<file path="config.mk">
export PLATFORM = sky130hd
export DESIGN_NAME = apb_reg_slave_flat
export DESIGN_NICKNAME = d
export VERILOG_FILES = /design/src/rtl/apb_reg_slave_if.sv /design/src/rtl/apb_reg_slave.sv /design/src/flat_wrapper.sv
export SDC_FILE = /design/constraint.sdc
export NUM_CORES = 1
export LEC_CHECK = 0
export CORE_ASPECT_RATIO = 0.8
export CORE_MARGIN = 4
export CORE_UTILIZATION = 25
export DETAILED_ROUTE_END_ITERATION = 8
export HOLD_SLACK_MARGIN = 0.12
export SYNTH_ARGS = -nofsm -noshare
export SYNTH_HDL_FRONTEND = slang
export SYNTH_SLANG_ARGS = --single-unit
</file>
<file path="constraint.sdc">
create_clock -name hclk -period 3.61 [get_ports hclk]
set_input_delay 0.722 -clock hclk [delete_from_list [all_inputs] [get_ports hclk]]
set_output_delay 0.722 -clock hclk [all_outputs]
set_load 0.01 [all_outputs]
</file>
<file path="src/rtl/apb_reg_slave_if.sv">
// APB bus bundle between the AHB-to-APB bridge slave port and a register slave.
interface apb_reg_slave_if #(
    parameter int unsigned PADDR_WIDTH = 32,
    parameter int unsigned DATA_WIDTH  = 32
);
    logic                   psel;
    logic                   penable;
    logic [PADDR_WIDTH-1:0] paddr;
    logic                   pwrite;
    logic [DATA_WIDTH-1:0]  pwdata;
    logic [DATA_WIDTH-1:0]  prdata;
    logic                   pready;
    logic                   pslverr;

    modport master (
        output psel, penable, paddr, pwrite, pwdata,
        input  prdata, pready, pslverr
    );

    modport slave (
        input  psel, penable, paddr, pwrite, pwdata,
        output prdata, pready, pslverr
    );
endinterface

</file>
<file path="src/rtl/apb_reg_slave.sv">
// APB register bank: 16 word registers in a 4 KB window, fixed wait states,
// PSLVERR on illegal accesses and saturating transfer/error counters.
module apb_reg_slave #(
    parameter int unsigned PADDR_WIDTH = 32,
    parameter int unsigned DATA_WIDTH  = 32,
    parameter int unsigned WAIT_CYCLES = 2,
    parameter logic [31:0] ID_VALUE    = 32'hA2B0_0001
) (
    input  logic           hclk,
    input  logic           hreset_n,
    apb_reg_slave_if.slave apb
);

    localparam int unsigned CNT_W    = 4;
    localparam int unsigned IDX_W    = 4;
    localparam int unsigned NUM_REGS = 16;
    localparam int unsigned STAT_W   = 16;

    typedef enum logic {
        IDLE,
        ACCESS
    } state_e;

    state_e                  state_q, state_d;
    logic [CNT_W-1:0]        cnt_q, cnt_d;
    logic [IDX_W-1:0]        idx_q, idx_d;
    logic                    write_q, write_d;
    logic [DATA_WIDTH-1:0]   wdata_q, wdata_d;
    logic                    err_q, err_d;
    logic [DATA_WIDTH-1:0]   regs_q [NUM_REGS];
    logic [DATA_WIDTH-1:0]   regs_d [NUM_REGS];
    logic [STAT_W-1:0]       xfer_cnt_q, xfer_cnt_d;
    logic [STAT_W-1:0]       err_cnt_q, err_cnt_d;
    logic                    pready_q, pready_d;
    logic                    pslverr_q, pslverr_d;
    logic [DATA_WIDTH-1:0]   prdata_q, prdata_d;

    logic                    capture_c;
    logic                    done_c;
    logic [IDX_W-1:0]        setup_idx_c;
    logic                    setup_err_c;
    logic [DATA_WIDTH-1:0]   rdata_c;
    logic                    unused_addr_c;

    // Upper address bits are decoded by the bridge; only the 4 KB offset matters here.
    assign unused_addr_c = ^apb.paddr[PADDR_WIDTH-1:12];

    assign setup_idx_c = apb.paddr[5:2];
    assign setup_err_c = (apb.paddr[1:0] != 2'b00)
                      || (apb.paddr[11:6] != 6'b0)
                      || (apb.pwrite && ((setup_idx_c == IDX_W'(0))
                                      || (setup_idx_c == IDX_W'(NUM_REGS - 1))));

    // The bus SETUP phase is observed in IDLE (or in the completing cycle for
    // back-to-back); its controls are captured on that edge so the access
    // phase lasts exactly 1 + WAIT_CYCLES cycles.
    always_comb begin
        state_d   = state_q;
        cnt_d     = cnt_q;
        idx_d     = idx_q;
        write_d   = write_q;
        wdata_d   = wdata_q;
        err_d     = err_q;
        capture_c = 1'b0;
        done_c    = 1'b0;

        unique case (state_q)
            IDLE: begin
                if (apb.psel && !apb.penable) begin
                    capture_c = 1'b1;
                end
            end
            ACCESS: begin
                if (cnt_q != CNT_W'(0)) begin
                    if (!apb.psel) begin
                        state_d = IDLE;
                    end else begin
                        cnt_d = cnt_q - CNT_W'(1);
                    end
                end else begin
                    done_c  = 1'b1;
                    state_d = IDLE;
                    if (apb.psel && !apb.penable) begin
                        capture_c = 1'b1;
                    end
                end
            end
            default: state_d = IDLE;
        endcase

        if (capture_c) begin
            state_d = ACCESS;
            cnt_d   = CNT_W'(WAIT_CYCLES);
            idx_d   = setup_idx_c;
            write_d = apb.pwrite;
            wdata_d = apb.pwdata;
            err_d   = setup_err_c;
        end
    end

    // Commit write and statistics on the completing edge; errored writes never reach 0/15.
    always_comb begin
        regs_d     = regs_q;
        xfer_cnt_d = xfer_cnt_q;
        err_cnt_d  = err_cnt_q;
        if (done_c) begin
            if (write_q && !err_q) begin
                regs_d[idx_q] = wdata_q;
            end
            if (xfer_cnt_q != {STAT_W{1'b1}}) begin
                xfer_cnt_d = xfer_cnt_q + STAT_W'(1);
            end
            if (err_q && (err_cnt_q != {STAT_W{1'b1}})) begin
                err_cnt_d = err_cnt_q + STAT_W'(1);
            end
        end
    end

    // Read data uses next-state contents so a just-committed write is visible.
    always_comb begin
        rdata_c = regs_d[idx_d];
        if (idx_d == IDX_W'(0)) begin
            rdata_c = DATA_WIDTH'(ID_VALUE);
        end else if (idx_d == IDX_W'(NUM_REGS - 1)) begin
            rdata_c = DATA_WIDTH'({err_cnt_d, xfer_cnt_d});
        end
    end

    always_comb begin
        pready_d  = (state_d == ACCESS) && (cnt_d == CNT_W'(0));
        pslverr_d = pready_d && err_d;
        prdata_d  = (pready_d && !write_d && !err_d) ? rdata_c : '0;
    end

    always_ff @(posedge hclk or negedge hreset_n) begin
        if (!hreset_n) begin
            state_q    <= IDLE;
            cnt_q      <= '0;
            idx_q      <= '0;
            write_q    <= 1'b0;
            wdata_q    <= '0;
            err_q      <= 1'b0;
            xfer_cnt_q <= '0;
            err_cnt_q  <= '0;
            pready_q   <= 1'b0;
            pslverr_q  <= 1'b0;
            prdata_q   <= '0;
            for (int i = 0; i < int'(NUM_REGS); i++) begin
                regs_q[i] <= '0;
            end
        end else begin
            state_q    <= state_d;
            cnt_q      <= cnt_d;
            idx_q      <= idx_d;
            write_q    <= write_d;
            wdata_q    <= wdata_d;
            err_q      <= err_d;
            xfer_cnt_q <= xfer_cnt_d;
            err_cnt_q  <= err_cnt_d;
            pready_q   <= pready_d;
            pslverr_q  <= pslverr_d;
            prdata_q   <= prdata_d;
            for (int i = 0; i < int'(NUM_REGS); i++) begin
                regs_q[i] <= regs_d[i];
            end
        end
    end

    assign apb.pready  = pready_q;
    assign apb.pslverr = pslverr_q;
    assign apb.prdata  = prdata_q;

endmodule
</file>
<file path="src/flat_wrapper.sv">
// flat-port wrapper written by rule: the top's interface ports become plain ports
module apb_reg_slave_flat 
#(
    parameter int unsigned PADDR_WIDTH = 32,
    parameter int unsigned DATA_WIDTH  = 32,
    parameter int unsigned WAIT_CYCLES = 2,
    parameter logic [31:0] ID_VALUE    = 32'hA2B0_0001
)
  (hclk, hreset_n, apb_psel, apb_penable, apb_paddr, apb_pwrite, apb_pwdata, apb_prdata, apb_pready, apb_pslverr);
  apb_reg_slave_if #(.PADDR_WIDTH(PADDR_WIDTH), .DATA_WIDTH(DATA_WIDTH)) apb_i ();
  input  logic hclk;
  input  logic hreset_n;
  input wire logic [$bits(apb_i.psel)-1:0] apb_psel;
  input wire logic [$bits(apb_i.penable)-1:0] apb_penable;
  input wire logic [$bits(apb_i.paddr)-1:0] apb_paddr;
  input wire logic [$bits(apb_i.pwrite)-1:0] apb_pwrite;
  input wire logic [$bits(apb_i.pwdata)-1:0] apb_pwdata;
  output wire logic [$bits(apb_i.prdata)-1:0] apb_prdata;
  output wire logic [$bits(apb_i.pready)-1:0] apb_pready;
  output wire logic [$bits(apb_i.pslverr)-1:0] apb_pslverr;
  assign apb_i.psel = apb_psel;
  assign apb_i.penable = apb_penable;
  assign apb_i.paddr = apb_paddr;
  assign apb_i.pwrite = apb_pwrite;
  assign apb_i.pwdata = apb_pwdata;
  assign apb_prdata = apb_i.prdata;
  assign apb_pready = apb_i.pready;
  assign apb_pslverr = apb_i.pslverr;
  apb_reg_slave #(.PADDR_WIDTH(PADDR_WIDTH), .DATA_WIDTH(DATA_WIDTH), .WAIT_CYCLES(WAIT_CYCLES), .ID_VALUE(ID_VALUE)) u_core (.hclk(hclk), .hreset_n(hreset_n), .apb(apb_i));
endmodule
</file>
Yosys cells after proc, flatten, opt, wreduce, memory -nomap -nowiden
Cells that the tools add are included.

storage, ports and cells
  flip-flop bits (word level) = 621
  input bits = 69
  output and inout port bits = 34
  word-level logic and storage cells = 93

cells by class
  add/sub/neg operators = 3
  order comparisons = 3
  equal/unequal tests = 4
  mux-type cells = 31
  bitwise operators = 3
  reductions and logical operators = 22

operators with widths
  kind                   number
  $mux 512               2
  $bwmux 512             1
  $mux 32                6
  $bmux 32 s4            1
  $demux 32 s4           1
  $mux 16                4
  $add 16x1->16 const B  2
  $ne 16x16->1 const B   2
  $mux 4                 5
  $logic_not 4->1        3
  $ge 5x5->1 const B     2
  $mux 1                 10
  $not 4->5              2
  $logic_and 1x1->1      9
  $eq 4x4->1 const B     2
  $reduce_bool 6->1      1
  $lt 5x1->1 const B     1
  $logic_not 1->1        4
  $reduce_bool 4->1      1
  $sub 4x1->4 const B    1
  $logic_or 1x1->1       3
  $pmux 1 s2             1
  $reduce_bool 2->1      1
  $not 1->1              1

Longest topological paths before layout
  word-level depth = 14
  gate-level depth with buffers = 15
  depth with buffers taken out = 11

Worst setup path before layout
Ideal clock, no wire load.

  kind = register -> register
  start point = register u_core.cnt_q[0]
  end point = register u_core.prdata_q[8] (netlist: u_core.apb.prdata[8])
  arrival = 2.970 ns
  required time = 3.506 ns
  slack = 0.536 ns
  cell stages (with the launch flop) = 13
  buffers on the path = 3
  clock period less this slack = 3.074 ns
  cell sequence = dfrtp_1 -> inv_1 -> ha_1 -> or3b_1 -> buf_2 -> a21oi_4 -> buf_6 -> mux2i_1 -> nor2_1 -> nor2_1 -> buf_2 -> o2111ai_1 -> a221oi_1

on the way
  cells in the longest elaborated chain, start to end = 11
  elaborated cells between the ends (all ways) = 33

ends and longest elaborated chain
  what                                        line                  source
  start: declaration                          apb_reg_slave.sv:25   logic [CNT_W-1:0] cnt_q, cnt_d;
  start signal: assignment                    apb_reg_slave.sv:153  cnt_q <= cnt_d;
  $reduce_bool 4->1                           apb_reg_slave.sv:74   if (cnt_q != CNT_W'(0)) begin
  $mux 1                                      apb_reg_slave.sv:74
  $pmux 1 s2                                  apb_reg_slave.sv:67   unique case (state_q)
  $mux 4                                      apb_reg_slave.sv:91   if (capture_c) begin
  $not 4->5 (not written as such)             apb_reg_slave.sv:121  rdata_c = regs_d[idx_d];
  $bmux 32 s4                                 apb_reg_slave.sv:121
  $mux 32 (not written as such) (2 in a row)  apb_reg_slave.sv:121
  $mux 32                                     apb_reg_slave.sv:124  end else if (idx_d == IDX_W'(NUM_REGS - 1)) begin
  $mux 32                                     apb_reg_slave.sv:122  if (idx_d == IDX_W'(0)) begin
  $mux 32 (*)                                 apb_reg_slave.sv:132  prdata_d = (pready_d && !write_d && !err_d) ? rdata_c : '0;
  named net u_core.prdata_d[8]                apb_reg_slave.sv:36   logic [DATA_WIDTH-1:0] prdata_q, prdata_d;
  end signal: assignment                      apb_reg_slave.sv:162  prdata_q <= prdata_d;
  end: declaration                            apb_reg_slave.sv:36

The timed path passes the listed nets; every way through them passes the cells marked *. The select of a mux whose other input is x is not followed.
A chain may end at the register's enable or synchronous reset.

Final worst setup path
  start point = register u_core.cnt_q[0]
  end point = register u_core.prdata_q[30] (netlist: u_core.apb.prdata[30])

The elaborated chain is that of the path after synthesis.

==> metrics.cfg <==
[drt]
drc=0
drt_wl_total_um=117000
viasPerCell=5.22
drt_iter0_drc=3363
drt-wirelength-per-cell_um=24.0
drt_first_pass_iters=5
postRouteAntennaNets=0
vias=25400

[finish]
utilization_pct=31.8
fin_nets=3362
drive_above_1_share_pct=24.6
area_growth_pct=25.7
fin_cells=4872

[die]
core-area_um2=115000
start_util_pct=25.3
boundaryPins=103
rows=111
die_area_um2=122000
chipHeight_um=314
die_x_um=390

[global_routing]
grt_overflow_total=0
grt_pass1_vias=24500
grt_antenna_before_repair=4
grt_max_degree=87
grt_pass1_wl_um=170000
grt_usage_pct=18.7

[sta]
finClkSkew_ps=30.3
timing.final.setup_violations=0
max_freq_mhz=286
finalCriticalPeriod_ps=3500
tightest_slew_ps=1020
rsz0062_at_grt=false
hold_viol=0
max-slew-margin-rel_pct=31.6
min_period_over_period_pct=96.9
maxSlewViolCount=0

[synthesis]
yosysWarnings=0
synth-edff-count=0
ys_ff_latch=609
syn_area_um2=29200
synth_top_area_share_pct=52.2
synth_nets=3074
synth_most_common_cell=nand2_1
syn_avg_cell_area_um2=9.72
async_flop_share_pct=100
ys_seq_area_share_pct=52.2
synth_ff_type=dfrtp_1
synth_top_cell_by_area=dfrtp_1
synth.distinct_cells=94
synth_area_leaders=dfrtp_1, nand2_1, mux2_2, nor2_1, o21ai_0
synthCells=3002
synth_commonest_cells=nand2_1, dfrtp_1, mux2_2, nor2_1, clkbuf_1

[clocking]
htreeDepth=3
cts-buffers-inserted=66
clock_path_buffers=3
clk_pin_slew_ps=60
cts_tree=built
clock_latency_ps=630
cts_root_buffer=clkbuf_16
cts.sinks=609

[critical_path]
critical_path_required_ps=4110
worst_ep_arrival_time_ps=4000
max_stage_delay_ps=450
path_common_cell=buf_4
cp-start-kind=flop
crit_type=flop to flop
critPathSlowestCell=or3b_4
cp_max_fo=13
worstSetupEndpointType=flop
path_cells=inv_1 -> ha_2 -> or3b_4 -> a21oi_4 -> buf_8 -> mux2_2 -> nor2_1 -> nand2_1 -> buf_4 -> buf_4 -> o21ai_0 -> a31oi_1 -> buf_4

[pwr]
p_total_uw=20500
p_per_area_nw_per_um2=560
leakage_uw=0.0177
irDropWorstVdd_uv=316

[place]
detailed_place_hpwl_um=81000
io_buffer_count=82
dp.cells=4739
gp_congestion=0.943

[job]
cap_violations=0

[run_status]
status=complete, no violations

[min_path]
hp-class=flop to flop

layer usage:
| metal | wire length, µm | up-vias | GRT usage (%) |
|---|---|---|---|
| met5 | 0 | - | 0 |
| met4 | 4320 | 0 | 6.75 |
| met2 | 48100 | 1410 | 26.4 |
| li1 | - | 11000 | - |
| met1 | 50700 | 12700 | 26.8 |
| met3 | 13700 | 242 | 5.71 |
logic make-up after synthesis:
kind of cell,share of synthesized area [%]
xor+xnor,0.840
fa+ha+maj,0.129
compound gates,11.6
flops,52.2
mux,11.9
buf+inv,4.07
simple gates,19.3
stage by stage:
stage | setup slack, ps | instance area, µm² | setup TNS (ps) | hold WS (ps)
after floorplan | 536 | 29200 | 0 | 426
after global placement | -352 | 34400 | -7510 | 442
after detailed placement | -347 | 34400 | -7790 | 448
after CTS | 30.0 | 36600 | 0 | 462
after global routing | 32.7 | 36700 | 0 | 480
final | 110 | 36700 | 0 | 462
cell usage in the layout, fill, tap and decap left out, types with 9 or more instances in the layout:
master / n
o21ai_0: 120
clkinv_2: 13
clkdlybuf4s50_1: 81
and3_1: 9
clkbuf_16: 68
nor2b_1: 9
nor4_1: 15
buf_12: 54
mux2_2: 270
mux2i_1: 37
inv_1: 18
o221ai_1: 30
xor2_1: 10
a21oi_1: 49
or3_1: 68
xnor2_1: 18
o31ai_1: 28
o311ai_1: 9
nand3_1: 45
dfrtp_1: 609
clkbuf_8: 15
o22a_1: 9
a211oi_1: 27
o221a_2: 9
clkbuf_1: 17
a31oi_1: 18
buf_4: 324
or2_2: 10
a311oi_1: 12
o211ai_1: 23
nand4_1: 15
nor2_1: 182
nand2_1: 839
nand2b_1: 11
nor3_1: 38
o311ai_0: 12
o22ai_1: 62
worst max-delay path, delay by kind of cell, from the launching register on:
| family | cells | cell delay (ps) |
|---|---|---|
| buffers and inverters | 5 | 890 |
| AND/OR/NAND/NOR | 3 | 820 |
| AO/OA/AOI/OAI | 3 | 650 |
| multiplexers | 1 | 410 |
| flip-flops | 1 | 390 |
| adder cells (fa/ha/maj) | 1 | 220 |
path summary, 6_finish.rpt:
path                                    start               endpoint  slack (ps)  cells after the start
setup / recovery              u_core.cnt_q[0]  u_core.apb.prdata[30]         110                     13
hold / removal             u_core.regs_q[183]     u_core.regs_q[183]         460                      2
setup reg to reg              u_core.cnt_q[0]  u_core.apb.prdata[30]         110                     13
hold reg to reg            u_core.regs_q[183]     u_core.regs_q[183]         460                      2
max in group asynchronous            hreset_n     u_core.regs_q[465]        1920                      3
min in group asynchronous            hreset_n     u_core.regs_q[462]         710                      2
flip-flops by register name, summed over array words and instances (netlist names):
name and cells:
u_core.apb.prdata 32, u_core.err_cnt_q 16, u_core.apb.pslverr 1, u_core.cnt_q 4
u_core.state_q 1, u_core.idx_q 4, u_core.write_q 1, u_core.xfer_cnt_q 16
u_core.apb.pready 1, u_core.wdata_q 32, u_core.regs_q 500, u_core.err_q 1
layout make-up:
| class | count | area, µm² |
|---|---|---|
| Multi-Input combinational cell | 2131 | 12900 |
| Clock buffer | 100 | 1970 |
| Timing Repair Buffer | 462 | 4360 |
| Tap cell | 1525 | 1910 |
| Clock inverter | 22 | 204 |
| Sequential cell | 609 | 15200 |
| Inverter | 20 | 82.6 |
| Antenna cell | 3 | 7.51 |
| Fill cell | 11800 | 78600 |
what timing repair did:
action / in CTS / in global routing
gates resized for setup: 3 / 12
hold endpoints to repair: 47 / 0
pin swaps: 0 / 3
hold buffers: 1 / 0
endpoints found under the setup margin: 5 / 25
setup buffers: 4 / 3
power by group:
group / switching, µW / total [µW] / internal, µW
Clock: 3000 / 6950 / 3950
Sequential: 774 / 7800 / 7030
Combinational: 3430 / 5790 / 2360
No activity file was read; power rests on OpenSTA's default activity.
